$ cat src/rtl/key_step_gen_pkg.sv
// Shared state type and constants for the key step generator.
package key_pkg;

  localparam logic [1:0] ST_IDLE        = 2'd0;
  localparam logic [1:0] ST_PRESS_CHK   = 2'd1;
  localparam logic [1:0] ST_HELD        = 2'd2;
  localparam logic [1:0] ST_RELEASE_CHK = 2'd3;

  localparam int unsigned MIN_DEBOUNCE_CYCLES = 2;

  typedef enum logic [1:0] {
    IDLE        = ST_IDLE,
    PRESS_CHK   = ST_PRESS_CHK,
    HELD        = ST_HELD,
    RELEASE_CHK = ST_RELEASE_CHK
  } key_state_t;

endpackage

$ cat src/rtl/key_step_gen_sync_2ff.sv
// Two-flop synchroniser for asynchronous board inputs, reset value set per instance.
module sync_2ff #(
  parameter logic RESET_VAL = 1'b0
) (
  input  logic CLK,
  input  logic rst_n,
  input  logic d,
  output logic q
);

  logic meta;

  always_ff @(posedge CLK or negedge rst_n) begin
    if (!rst_n) begin
      meta <= RESET_VAL;
      q    <= RESET_VAL;
    end else begin
      meta <= d;
      q    <= meta;
    end
  end

endmodule

$ cat src/rtl/key_step_gen.sv
// Synchronise, debounce and pulse-convert a board key; one oStep per accepted press.
// Optional auto-repeat while held is enabled by defining KEY_AUTOREPEAT_EN.
module key_step_gen
  import key_pkg::*;
#(
  parameter int unsigned DEBOUNCE_CYCLES = 1000000,
  parameter int unsigned ACTIVE_LOW      = 1,
  parameter int unsigned REPEAT_DELAY    = 50000000,
  parameter int unsigned REPEAT_PERIOD   = 10000000
) (
  input  logic CLK,
  input  logic rst_n,
  input  logic iKey,
  output logic oStep,
  output logic oLevel
);

  localparam int unsigned DB = (DEBOUNCE_CYCLES < MIN_DEBOUNCE_CYCLES) ?
                               MIN_DEBOUNCE_CYCLES : DEBOUNCE_CYCLES;
  localparam int unsigned CNT_W = $clog2(DB + 1);
  localparam logic [CNT_W-1:0] CNT_LAST = CNT_W'(DB - 2);
  localparam logic ACT_LOW = (ACTIVE_LOW != 0);

  logic             key_sync;
  logic             k;
  key_state_t       state;
  logic [CNT_W-1:0] cnt;

  sync_2ff #(
    .RESET_VAL(ACT_LOW)
  ) u_sync (
    .CLK  (CLK),
    .rst_n(rst_n),
    .d    (iKey),
    .q    (key_sync)
  );

  assign k = key_sync ^ ACT_LOW;

`ifdef KEY_AUTOREPEAT_EN
  localparam int unsigned RPT_MAX = (REPEAT_DELAY > REPEAT_PERIOD) ? REPEAT_DELAY : REPEAT_PERIOD;
  localparam int unsigned RPT_W = $clog2(RPT_MAX + 1);
  localparam logic [RPT_W-1:0] RPT_DELAY_LAST  = RPT_W'(REPEAT_DELAY - 1);
  localparam logic [RPT_W-1:0] RPT_PERIOD_LAST = RPT_W'(REPEAT_PERIOD - 1);

  logic [RPT_W-1:0] rcnt;
  logic             rep_phase;
`else
  if (REPEAT_DELAY == 0 && REPEAT_PERIOD == 0) begin : g_no_repeat
  end
`endif

  always_ff @(posedge CLK or negedge rst_n) begin
    if (!rst_n) begin
      state  <= IDLE;
      cnt    <= '0;
      oStep  <= 1'b0;
      oLevel <= 1'b0;
`ifdef KEY_AUTOREPEAT_EN
      rcnt      <= '0;
      rep_phase <= 1'b0;
`endif
    end else begin
      oStep <= 1'b0;
`ifdef KEY_AUTOREPEAT_EN
      // Repeat timing only survives while HELD; every other path restarts it.
      rcnt      <= '0;
      rep_phase <= 1'b0;
`endif
      case (state)
        IDLE: begin
          if (k) begin
            state <= PRESS_CHK;
            cnt   <= '0;
          end
        end
        PRESS_CHK: begin
          if (!k) begin
            state <= IDLE;
            cnt   <= '0;
          end else if (cnt == CNT_LAST) begin
            state  <= HELD;
            cnt    <= '0;
            oStep  <= 1'b1;
            oLevel <= 1'b1;
          end else begin
            cnt <= cnt + 1'b1;
          end
        end
        HELD: begin
          if (!k) begin
            state <= RELEASE_CHK;
            cnt   <= '0;
          end
`ifdef KEY_AUTOREPEAT_EN
          else if (rcnt == (rep_phase ? RPT_PERIOD_LAST : RPT_DELAY_LAST)) begin
            oStep     <= 1'b1;
            rcnt      <= '0;
            rep_phase <= 1'b1;
          end else begin
            rcnt      <= rcnt + 1'b1;
            rep_phase <= rep_phase;
          end
`endif
        end
        RELEASE_CHK: begin
          if (k) begin
            state <= HELD;
            cnt   <= '0;
          end else if (cnt == CNT_LAST) begin
            state  <= IDLE;
            cnt    <= '0;
            oLevel <= 1'b0;
          end else begin
            cnt <= cnt + 1'b1;
          end
        end
        default: begin
          state <= IDLE;
          cnt   <= '0;
        end
      endcase
    end
  end

endmodule
$ cat config.mk
export PLATFORM = sky130hd
export DESIGN_NAME = key_step_gen
export DESIGN_NICKNAME = d
export VERILOG_FILES = /design/src/rtl/key_step_gen_pkg.sv /design/src/rtl/key_step_gen_sync_2ff.sv /design/src/rtl/key_step_gen.sv
export SDC_FILE = /design/constraint.sdc
export NUM_CORES = 1
export LEC_CHECK = 0
export CORE_ASPECT_RATIO = 1.4
export CORE_UTILIZATION = 53
export CTS_BUF_LIST = sky130_fd_sc_hd__clkbuf_16
export DETAILED_ROUTE_END_ITERATION = 7
export GPL_ROUTABILITY_DRIVEN = 1
export MAX_ROUTING_LAYER = met4
export PLACE_DENSITY = 0.76
export SLEW_MARGIN = 10
export SYNTH_ARGS = -nofsm -noshare
export SYNTH_HDL_FRONTEND = slang
export SYNTH_SLANG_ARGS = --single-unit
$ cat constraint.sdc
create_clock -name CLK -period 1.6 [get_ports CLK]
set_input_delay 0.48 -clock CLK [delete_from_list [all_inputs] [get_ports CLK]]
set_output_delay 0.48 -clock CLK [all_outputs]
set_load 0.05 [all_outputs]
### Word-level counts from Yosys, hierarchy flattened

Cells that the tools add are included.

* bits of input ports: 3
* output and inout bits: 2
* register bits after elaboration: 26
* word-level logic and storage cells: 45

* reduce and logical (&&, ||, !) cells: 5
* equality and inequality tests: 12
* mux-type cells: 21
* add/subtract/negate cells: 1

Operators by type and width (number)
* $mux 20: 5
* $pmux 20 s4: 1
* $add 20x1->20 const B: 1
* $eq 20x20->1 const B: 1
* $mux 2: 6
* $ne 2x2->1 const B: 4
* $pmux 2 s4: 1
* $mux 1: 7
* $reduce_and 5->1: 1
* $eq 2x2->1 const B: 2
* $ne 2x1->1 const B: 2
* $reduce_and 4->1: 1
* $ne 3x2->1 const B: 1
* $ne 3x3->1 const B: 1
* $eq 2x1->1 const B: 1
* $logic_not 2->1: 1
* $pmux 1 s2: 1
* $reduce_and 2->1: 1
* $reduce_bool 2->1: 1

### Longest topological paths before layout

Gate-level depths: netlist of the first run.

* depth after elaboration: 4
* gate-level depth with buffers: 9
* depth with buffers taken out: 7

### Hierarchy

A second synthesis of the first run with hierarchy kept.

* cell total of the unflattened synthesis: 154
* area, all modules: 1405.1 µm²

Modules (own cells, without submodules)
* key_step_gen: seq. area each 600.6 µm², times used 1, cells an instance 152, area each 1352.5 µm²
* sync_2ff: seq. area each 52.6 µm², times used 1, cells an instance 2, area each 52.6 µm²

### Least setup slack after synthesis of the first run

OpenSTA, ideal clock, no wires.

* kind: reg-to-reg
* from: register cnt[0]
* to: register cnt[8]
* stages on the path, launching flop included: 8
* data required time: 1.517 ns
* library setup time: 0.083 ns
* slack: -0.151 ns
* period minus slack after synthesis: 1.751 ns
* buffers on the path: 0
* arrival time: 1.668 ns
* cell sequence: dfrtp_1 > inv_1 > ha_1 > and4b_1 > and4_4 > a21o_2 > or3_1 > o21ai_0

* word-level cells in the longest chain between the ends: 4
* elaborated cells on any way between the ends: 6
* those cells by class: add/sub: 1; eq/ne: 1; mux: 4

Ends and longest elaborated chain
* from (decl): RTL line key_step_gen.sv:27 `logic [CNT_W-1:0] cnt;`
* from (signal assigned): RTL line key_step_gen.sv:87 `cnt <= cnt + 1'b1;`
* from (signal assigned): RTL line key_step_gen.sv:115 `cnt <= cnt + 1'b1;`
* $add 20x1->20 or $eq 20x20->1 (tied branches)
* $mux 20 *: RTL line key_step_gen.sv:81, key_step_gen.sv:110
* $mux 20 (on tied branches): RTL line key_step_gen.sv:107, key_step_gen.sv:78
* $pmux 20 s4 *: RTL line key_step_gen.sv:70 `case (state)`

Mark *: on every way between the ends. The rest lies on a longest branch, timed or not.
A chain may end at the register's enable or synchronous reset.

### Final worst setup path of the first run

* from: register cnt[0]
* to: register cnt[12]

The elaborated chain is that of the path after synthesis.

==> results of run 1 <==
## cells by family after synthesis
logic type / Yosys count
AOI/OAI and AO/OA: 45
xor gates and xnor gates: 1
adders and majority gates: 2
buffers and inverters: 12
DFF: 26
and+or+nand+nor: 59
## cell usage in the layout, fill, tap and decap left out, types with 2 or more instances in the layout
cell type	count
a31oi_1	14
o21ai_0	3
a22o_1	3
and4_1	2
nor4_1	2
nand2_2	2
nand3_2	4
nand3_1	7
a41oi_2	2
clkbuf_16	3
nand4_1	5
dfstp_2	2
nor3_1	4
nor2_1	5
a21oi_1	6
nand2b_1	4
buf_12	2
nand2_1	12
buf_4	38
dfrtp_1	24
inv_1	5
a41oi_1	2
buf_6	5
and3_1	2
or3_1	2
and3_2	2
a21o_1	5
clkdlybuf4s50_1	2
## worst register-to-register path: stages (launching register included)
cell and delay [ns]:
dfrtp_1 0.37, inv_1 0.06, ha_2 0.18, and4b_1 0.20, and4_4 0.27, a21oi_4 0.09
buf_2 0.18, a21o_1 0.16, a21o_1 0.16
## routing by layer
| layer | vias to the layer above | routed length (µm) | global-route usage |
|---|---|---|---|
| met4 | 0 | 104 | 0.1288 |
| met1 | 658 | 1592 | 0.3414 |
| li1 | 636 | - | - |
| met2 | 66 | 2101 | 0.4893 |
| met3 | 12 | 189 | 0.02890 |
| met5 | - | 0 | - |
## sequential cells by signal, indices dropped and copies added, names as in the netlist, named ones only
name / cells
u_sync.q: 1
cnt: 20
oLevel: 1
oStep: 1
u_sync.meta: 1
state: 1
## repair_timing
action / CTS / global route
pin swaps: 13 / 4
endpoints found under the hold margin: 0 / 0
endpoints found under the setup margin: 19 / 21
buffers inserted: 3 / 2
resized for setup: 15 / 3
gates cloned: 1 / 0
## report_power, final
part	total (mW)	internal [mW]	switching [mW]
clock network	0.545	0.334	0.211
registers	0.762	0.724	0.0381
logic	1.15	0.518	0.637
## path summary, 6_finish.rpt
check,start,end,slack [ns],cells past startpoint
max,cnt[0]$_DFFE_PN0P_,cnt[12]$_DFFE_PN0P_,-0.18,8
min,u_sync.meta$_DFF_PN1_,u_sync.q$_DFF_PN1_,0.36,0
max reg2reg,cnt[0]$_DFFE_PN0P_,cnt[12]$_DFFE_PN0P_,-0.18,8
min reg2reg,u_sync.meta$_DFF_PN1_,u_sync.q$_DFF_PN1_,0.36,0
max in group asynchronous,rst_n,u_sync.q$_DFF_PN1_,0.73,2
min in group asynchronous,rst_n,u_sync.meta$_DFF_PN1_,0.60,1
## cell type report
cell class                 count  area [µm²]
inverter                       5       18.77
tap                           34       42.54
multi-input combinational    107       739.5
timing repair buffer          48       406.6
clock inverter                 1       3.754
fill                         154       504.2
clock buffer                   3       75.07
sequential                    26       653.1
## stage by stage
stage / utilization / hold slack [ns]
6_report: 0.7937 / 0.3555
3_5_place_dp: 0.7153 / 0.3485
2_1_floorplan: - / 0.1844
4_1_cts: 0.7819 / 0.3576
5_1_grt: 0.7937 / 0.3587
3_3_place_gp: 0.7153 / 0.3493
==> results.json, run 1 <==
{
  "tightest_slew_ns": 0.4284,
  "p_total_mw": 2.461,
  "ys_types": 38,
  "cp_top_family": "simple AND/OR/NAND/NOR gates",
  "path_clk_slew_ns": 0.06,
  "setup_tns_ns": -2.182,
  "path_cells": "inv_1 -> ha_2 -> and4b_1 -> and4_4 -> a21oi_4 -> buf_2 -> a21o_1 -> a21o_1",
  "netlist_top_cells_area": "dfrtp_1 43%, a31oi_1 6.2%, dfstp_2 3.7%",
  "die-height_um": 63.01,
  "crit_arrival_ns": 1.93,
  "status": "finished with violations",
  "fin_area_um2": 1939,
  "grt_pass1_vias": 1356,
  "synthArstFlopShare": 1.000,
  "worst_skew_pair.late_latency_ns": 0.26,
  "drc_errors": 0,
  "netlist_top_cells_count": "24 x dfrtp_1, 14 x a31oi_1, 14 x nand2_1",
  "gp_congestion": 0.9206,
  "grt_overflow": 0,
  "drv_cap": 0,
  "die_area_um2": 2871,
  "post-route-period-util": 1.113,
  "hold_viol": 0,
  "rsz0062_at_grt": "true",
  "cts_tree": "yes",
  "dp_slack_ns": -0.1427,
  "stdcell_count": 224,
  "dpl_cell_area_um2": 1748,
  "vdd_drop_max_v": 0.0008808,
  "cts_made_buffers": 3,
  "cp-start-kind": "flop",
  "slew_headroom": 0.7118,
  "p_per_area_nw_per_um2": 1269,
  "synth_compound_area_frac": 0.2220,
  "cts_buffer_depth": 2,
  "drv_slew": 0,
  "synth_edf_count": 0,
  "io_buffers": 4,
  "synth_mux_area_frac": 0,
  "synthToLayoutAreaGrowth_pct": 37.66,
  "grt_pass1_wl_um": 6065,
  "p_leak_nw": 0.9004,
  "synth_seq_cells": 26,
  "yosys.area.top_type_share": 0.4263,
  "dpl.cell_count": 214,
  "core_um2": 2444,
  "skew_ns": 0.005970,
  "cts-root-buf": "clkbuf_16",
  "synthXorXnorAreaFrac": 0.006217,
  "period_minus_slack_ns": 1.781,
  "setup_viol": 20,
  "start_util": 0.5765,
  "dp_hpwl_um": 2512,
  "crit_required_ns": 1.75,
  "end_kind": "flop",
  "hold_buffers": 0,
  "cts_sinks": 26,
  "slowest_delay_ns": 0.37,
  "cp_num_buf_inv": 2,
  "critical_path_class": "flop to flop",
  "avgSynthCellArea_um2": 9.716,
  "diodes": 0,
  "dr.first_iter.drc_count": 66,
  "yosysTopAreaCell": "dfrtp_1",
  "slowest_stage": "dfrtp_1",
  "antenna_found_initial": 0,
  "nets": 196,
  "setup_slack_ns": -0.1810,
  "syn_inst": 145,
  "synth_warnings": 0,
  "num_io_pins": 5,
  "rows": 21,
  "wire_per_inst_um": 17.80,
  "yosys.area_share.adder": 0.01776,
  "grt_use_total": 0.2937,
  "crit_fanout": 6,
  "hold_path.class": "flop to flop",
  "clock.fmax_ghz": 0.5615,
  "firstDrtPassIters": 4,
  "violations": "negative setup slack",
  "cpMostUsedCell": "a21o_1",
  "grt_max_degree": 15,
  "ant_nets": 0,
  "routed_via_density": 6.125,
  "yosys.area_share.simple": 0.2345,
  "yosysMostFrequentCell": "dfrtp_1",
  "drive_gt1_frac": 0.3842,
  "syn_nets": 150,
  "wirelength_um": 3988,
  "synth_top_family_by_area": "simple AND/OR/NAND/NOR gates",
  "die_w_um": 45.58,
  "synth_ff_type": "dfrtp_1",
  "dr_total_vias": 1372,
  "syn_area_um2": 1409,
  "cts-htree-levels": 1,
  "yosysSeqAreaShare": 0.4636
}
Note: power is estimated with default switching activity, not from simulation.
==> inputs of run 2 (changes only) <==
CORE_MARGIN = 3   (was not set)
==> results.json, run 2 (same netlist as run 1, synthesis figures left out) <==
{
  "hold_path.class": "flop to flop",
  "worst_skew_pair.late_latency_ns": 0.26,
  "cp_num_buf_inv": 2,
  "cts_tree": "yes",
  "ant_nets": 0,
  "dp_hpwl_um": 2532,
  "tightest_slew_ns": 0.5526,
  "layout_common_cells": "35 x buf_4, 24 x dfrtp_1, 13 x nand2_1, 13 x a31oi_1, 7 x nand3_1",
  "hold_viol": 0,
  "firstDrtPassIters": 5,
  "crit_fanout": 20,
  "hold_buffers": 0,
  "die-height_um": 67.01,
  "p_sw_mw": 0.9252,
  "wire_per_inst_um": 19.38,
  "die_w_um": 49.58,
  "met2_length_um": 2169,
  "core_um2": 2470,
  "post-route-period-util": 1.115,
  "cp-start-kind": "flop",
  "setup_viol": 20,
  "rsz0062_at_grt": "true",
  "setup_tns_ns": -2.361,
  "clock.fmax_ghz": 0.5606,
  "dpl.cell_count": 210,
  "cts_sinks": 26,
  "post-route-util": 0.8019,
  "grt_pass1_wl_um": 6513,
  "crit_arrival_ns": 1.96,
  "start_util": 0.5704,
  "grt_overflow": 0,
  "synthToLayoutAreaGrowth_pct": 40.59,
  "p_per_area_nw_per_um2": 1323,
  "end_kind": "flop",
  "drc_errors": 0,
  "clkPwrFrac": 0.277,
  "routed_via_density": 6.329,
  "rows": 21,
  "path_cells": "inv_1 -> ha_2 -> and4b_1 -> and4_4 -> a21oi_4 -> buf_12 -> a41oi_1 -> a31oi_1",
  "path_clk_slew_ns": 0.06,
  "die_area_um2": 3322,
  "cts_buffer_depth": 2,
  "num_io_pins": 5,
  "grt_max_degree": 27,
  "vdd_drop_max_v": 0.0007592,
  "slowest_delay_ns": 0.37,
  "met1_length_um": 1671,
  "cts-root-buf": "clkbuf_16",
  "setup_slack_ns": -0.1837,
  "slowest_stage": "dfrtp_1",
  "regMostFlops": "cnt",
  "slew_headroom": 0.6312,
  "wirelength_um": 4245,
  "power.internal_mw": 1.696,
  "drv_cap": 0,
  "seqPwrFrac": 0.295,
  "dr_total_vias": 1386,
  "critical_path_class": "flop to flop",
  "stdcell_count": 219,
  "grt_use_total": 0.2662,
  "io_buffers": 4,
  "skew_ns": 0.002127,
  "wl_met3_um": 260,
  "dr.first_iter.drc_count": 77,
  "drive_gt1_frac": 0.3784,
  "cts-htree-levels": 1,
  "crit_required_ns": 1.78,
  "status": "finished with violations",
  "violations": "negative setup slack",
  "final_common_cell": "buf_4",
  "diodes": 0,
  "period_minus_slack_ns": 1.784,
  "top_layer": "met4",
  "sw_frac_of_total": 0.3530,
  "ff2ff_setup_slack_ns": -0.18,
  "grt_pass1_vias": 1410,
  "antenna_found_initial": 0,
  "gp_congestion": 0.8624,
  "nets": 191,
  "cp_top_family": "compound AO/OA/AOI/OAI gates",
  "drv_slew": 0,
  "cts_made_buffers": 3,
  "power_frac_comb": 0.428,
  "largest_reg_flops": 20,
  "p_leak_nw": 0.8962
}
## run 2: cell types whose count changed in the layout (fill, tap and decap cells not counted), moves of 2 or more
| cell | previous run | this run |
|---|---|---|
| a21oi_1 | 6 | 4 |
| nand2_2 | 2 | 0 |
| buf_6 | 5 | 2 |
| a21oi_2 | 1 | 3 |
| a41oi_2 | 2 | 0 |
| o21ai_1 | 1 | 3 |
| buf_4 | 38 | 35 |
| a41oi_1 | 2 | 4 |
## run 2: path summary, 6_finish.rpt
check,cells past startpoint,endpoint,from
setup / recovery,8,cnt[13]$_DFFE_PN0P_,cnt[0]$_DFFE_PN0P_
hold / removal,0,u_sync.q$_DFF_PN1_,u_sync.meta$_DFF_PN1_
setup reg to reg,8,cnt[13]$_DFFE_PN0P_,cnt[0]$_DFFE_PN0P_
hold reg to reg,0,u_sync.q$_DFF_PN1_,u_sync.meta$_DFF_PN1_
max in group asynchronous,2,u_sync.q$_DFF_PN1_,rst_n
min in group asynchronous,2,oLevel$_DFFE_PN0P_,rst_n
## run 2: metrics by stage
| stage | instance area (µm²) | hold WS, ns | total power [mW] | worst slack, ns |
|---|---|---|---|---|
| 2_1_floorplan | 1420 | 0.1844 | 1.364 | -0.1113 |
| 4_1_cts | 1871 | 0.3637 | 2.418 | -0.1216 |
| 3_3_place_gp | 1730 | 0.3460 | 1.625 | -0.06987 |
| 6_report | 1981 | 0.3621 | 2.621 | -0.1837 |
| 5_1_grt | 1981 | 0.3688 | 2.737 | -0.2455 |
| 3_5_place_dp | 1730 | 0.3542 | 1.681 | -0.09852 |
## run 2: what timing repair did
item / CTS / global route
gates resized for setup: 6 / 16
setup endpoints to repair: 20 / 19
buffers inserted: 1 / 5
pin swaps: 5 / 7
## run 2: power by group through the flow
stage	clock [mW]	sequential (mW)	combinational [mW]
floorplan	0	0.795	0.568
detailed placement	0	0.776	0.904
global route	0.759	0.777	1.20
finish	0.725	0.774	1.12
CTS	0.730	0.766	0.922
global placement	0	0.770	0.854
## run 2: worst register-to-register path: stages, from the launching register on
cell     delay, ns
dfrtp_1       0.37
inv_1         0.06
ha_2          0.17
and4b_1       0.18
and4_4        0.21
a21oi_4       0.21
buf_12        0.19
a41oi_1       0.14
a31oi_1       0.17
## run 2: layout make-up
type,count,area (µm²)
inverters,5,18.77
clock inverters,1,30.03
clock buffers,3,75.07
well taps,34,42.54
flip-flops and latches,26,653.1
multi-input cells,107,780.7
fillers,146,489.2
repair buffers,43,380.4
## run 2: per-layer routing
layer	global-route usage	vias to the layer above
met3	0.02013	13
met2	0.4636	73
met4	0.1592	0
li1	-	631
met5	-	-
met1	0.2971	669
==> inputs of run 3 (changes only) <==
CORE_MARGIN = not set   (was 3)
CORE_UTILIZATION = 50   (was 53)
CTS_BUF_LIST = sky130_fd_sc_hd__clkbuf_4 sky130_fd_sc_hd__clkbuf_8   (was sky130_fd_sc_hd__clkbuf_16)
PLACE_DENSITY = 0.73   (was 0.76)
==> results.json, run 3 (same netlist as run 1, synthesis figures left out) <==
{
  "critical_path_class": "flop to flop",
  "largest_reg_flops": 20,
  "synthToLayoutAreaGrowth_pct": 34.64,
  "core_um2": 2643,
  "period_minus_slack_ns": 1.761,
  "die-height_um": 64.81,
  "cts_tree": "yes",
  "routed_via_density": 6.009,
  "fin_area_um2": 1897,
  "regMostFlops": "cnt",
  "cts_sinks": 26,
  "hold_buffers": 0,
  "status": "finished with violations",
  "drv_cap": 0,
  "cts_made_buffers": 3,
  "skew_ns": 0.008656,
  "cts-htree-levels": 1,
  "start_util": 0.5331,
  "die_area_um2": 3037,
  "setup_viol": 20,
  "grt_overflow": 0,
  "drv_slew": 0,
  "gp_congestion": 0.8408,
  "vdd_drop_max_v": 0.0009803,
  "antenna_found_initial": 0,
  "worst_skew_pair.late_latency_ns": 0.32,
  "ant_nets": 0,
  "slew_headroom": 0.7703,
  "fin_hold_ws_ns": 0.3657,
  "path_clk_slew_ns": 0.15,
  "grt_use_total": 0.2637,
  "wirelength_um": 3618,
  "slowest_delay_ns": 0.40,
  "clock.fmax_ghz": 0.5677,
  "cp_top_family": "simple AND/OR/NAND/NOR gates",
  "layout_common_cells": "33 x buf_4, 24 x dfrtp_1, 14 x nand2_1, 14 x a31oi_1, 8 x nand3_1",
  "post-route-util": 0.7178,
  "dpl_cell_area_um2": 1755,
  "grt_pass1_vias": 1310,
  "cpMostUsedCell": "a21o_1",
  "final_common_cell": "buf_4",
  "tightest_slew_ns": 0.3446,
  "wire_per_inst_um": 16.45,
  "hold_path.class": "flop to flop",
  "rsz0062_at_grt": "true",
  "post-route-period-util": 1.101,
  "cp-start-kind": "flop",
  "diodes": 0,
  "end_kind": "flop",
  "setup_slack_ns": -0.1615,
  "gr-usage-met3": 0.03900,
  "hold_viol": 0,
  "grt-busiest-layer": "met2",
  "cp_num_buf_inv": 2,
  "drive_gt1_frac": 0.3859,
  "crit_required_ns": 1.83,
  "io_buffers": 4,
  "drc_errors": 0,
  "violations": "negative setup slack",
  "grtUsageMet2": 0.4444,
  "dr_total_vias": 1322,
  "dp_hpwl_um": 2427,
  "dr.first_iter.drc_count": 53,
  "use_met1": 0.3058,
  "nets": 190,
  "grt_pass1_wl_um": 5644,
  "dp_slack_ns": -0.2040,
  "firstDrtPassIters": 4,
  "p_per_area_nw_per_um2": 1169,
  "p_leak_nw": 0.8590,
  "die_w_um": 46.86,
  "rows": 22,
  "slowest_stage": "dfrtp_1",
  "cts_buffer_depth": 2,
  "num_io_pins": 5,
  "crit_arrival_ns": 1.99,
  "crit_fanout": 17,
  "path_cells": "inv_1 -> ha_2 -> and4b_1 -> and4_4 -> a21oi_4 -> buf_12 -> a21o_1 -> a21o_1",
  "grt_max_degree": 27,
  "cts-root-buf": "clkbuf_4"
}
-- run 3: changes by cell type in the layout (fill, tap and decap cells not counted), moves of 2 or more --
cell | previous run | this run
buf_4 | 35 | 33
clkbuf_16 | 3 | 0
o21ai_2 | 0 | 2
a41oi_2 | 0 | 2
a41oi_1 | 4 | 2
buf_6 | 2 | 4
clkbuf_4 | 0 | 4
-- run 3: power breakdown --
| group | switching [mW] | total [mW] | leakage (nW) | internal [mW] |
|---|---|---|---|---|
| Clock | 0.196 | 0.310 | 0.0184 | 0.114 |
| Combinational | 0.632 | 1.15 | 0.490 | 0.518 |
| Sequential | 0.0351 | 0.758 | 0.351 | 0.722 |
-- run 3: repair_timing --
action,4_1_cts,5_1_grt
resized for setup,10,13
buffers inserted,1,0
endpoints found under the setup margin,23,24
pin swaps,13,1
-- run 3: through the flow --
step | cells | power [mW] | TNS, ns
detailed placement | 215 | 1.750 | -1.391
finish | 220 | 2.218 | -1.681
global route | 220 | 2.347 | -3.238
CTS | 220 | 2.120 | -1.470
global placement | 215 | 1.695 | -0.6172
floorplan | 145 | 1.364 | -0.8514
-- run 3: routing by layer --
layer / vias up / share of wire
li1: 628 / -
met1: 656 / 0.42
met2: 33 / 0.53
met3: 5 / 0.037
met4: 0 / 0.0094
met5: - / 0
-- run 3: area by class of cell --
| class | instances | area, µm² |
|---|---|---|
| Fill cell | 205 | 745.7 |
| Timing Repair Buffer | 42 | 372.9 |
| Multi-Input combinational cell | 107 | 777.0 |
| Clock buffer | 4 | 30.03 |
| Inverter | 5 | 18.77 |
| Sequential cell | 26 | 653.1 |
| Tap cell | 36 | 45.04 |
-- run 3: worst paths after layout --
| check | endpoint | slack [ns] | cells after the start | startpoint |
|---|---|---|---|---|
| max | cnt[12]$_DFFE_PN0P_ | -0.16 | 8 | cnt[0]$_DFFE_PN0P_ |
| max reg2reg | cnt[12]$_DFFE_PN0P_ | -0.16 | 8 | cnt[0]$_DFFE_PN0P_ |
| min | u_sync.q$_DFF_PN1_ | 0.37 | 0 | u_sync.meta$_DFF_PN1_ |
| max in group asynchronous | u_sync.meta$_DFF_PN1_ | 0.79 | 2 | rst_n |
| min in group asynchronous | cnt[2]$_DFFE_PN0P_ | 0.51 | 2 | rst_n |
| min reg2reg | u_sync.q$_DFF_PN1_ | 0.37 | 0 | u_sync.meta$_DFF_PN1_ |
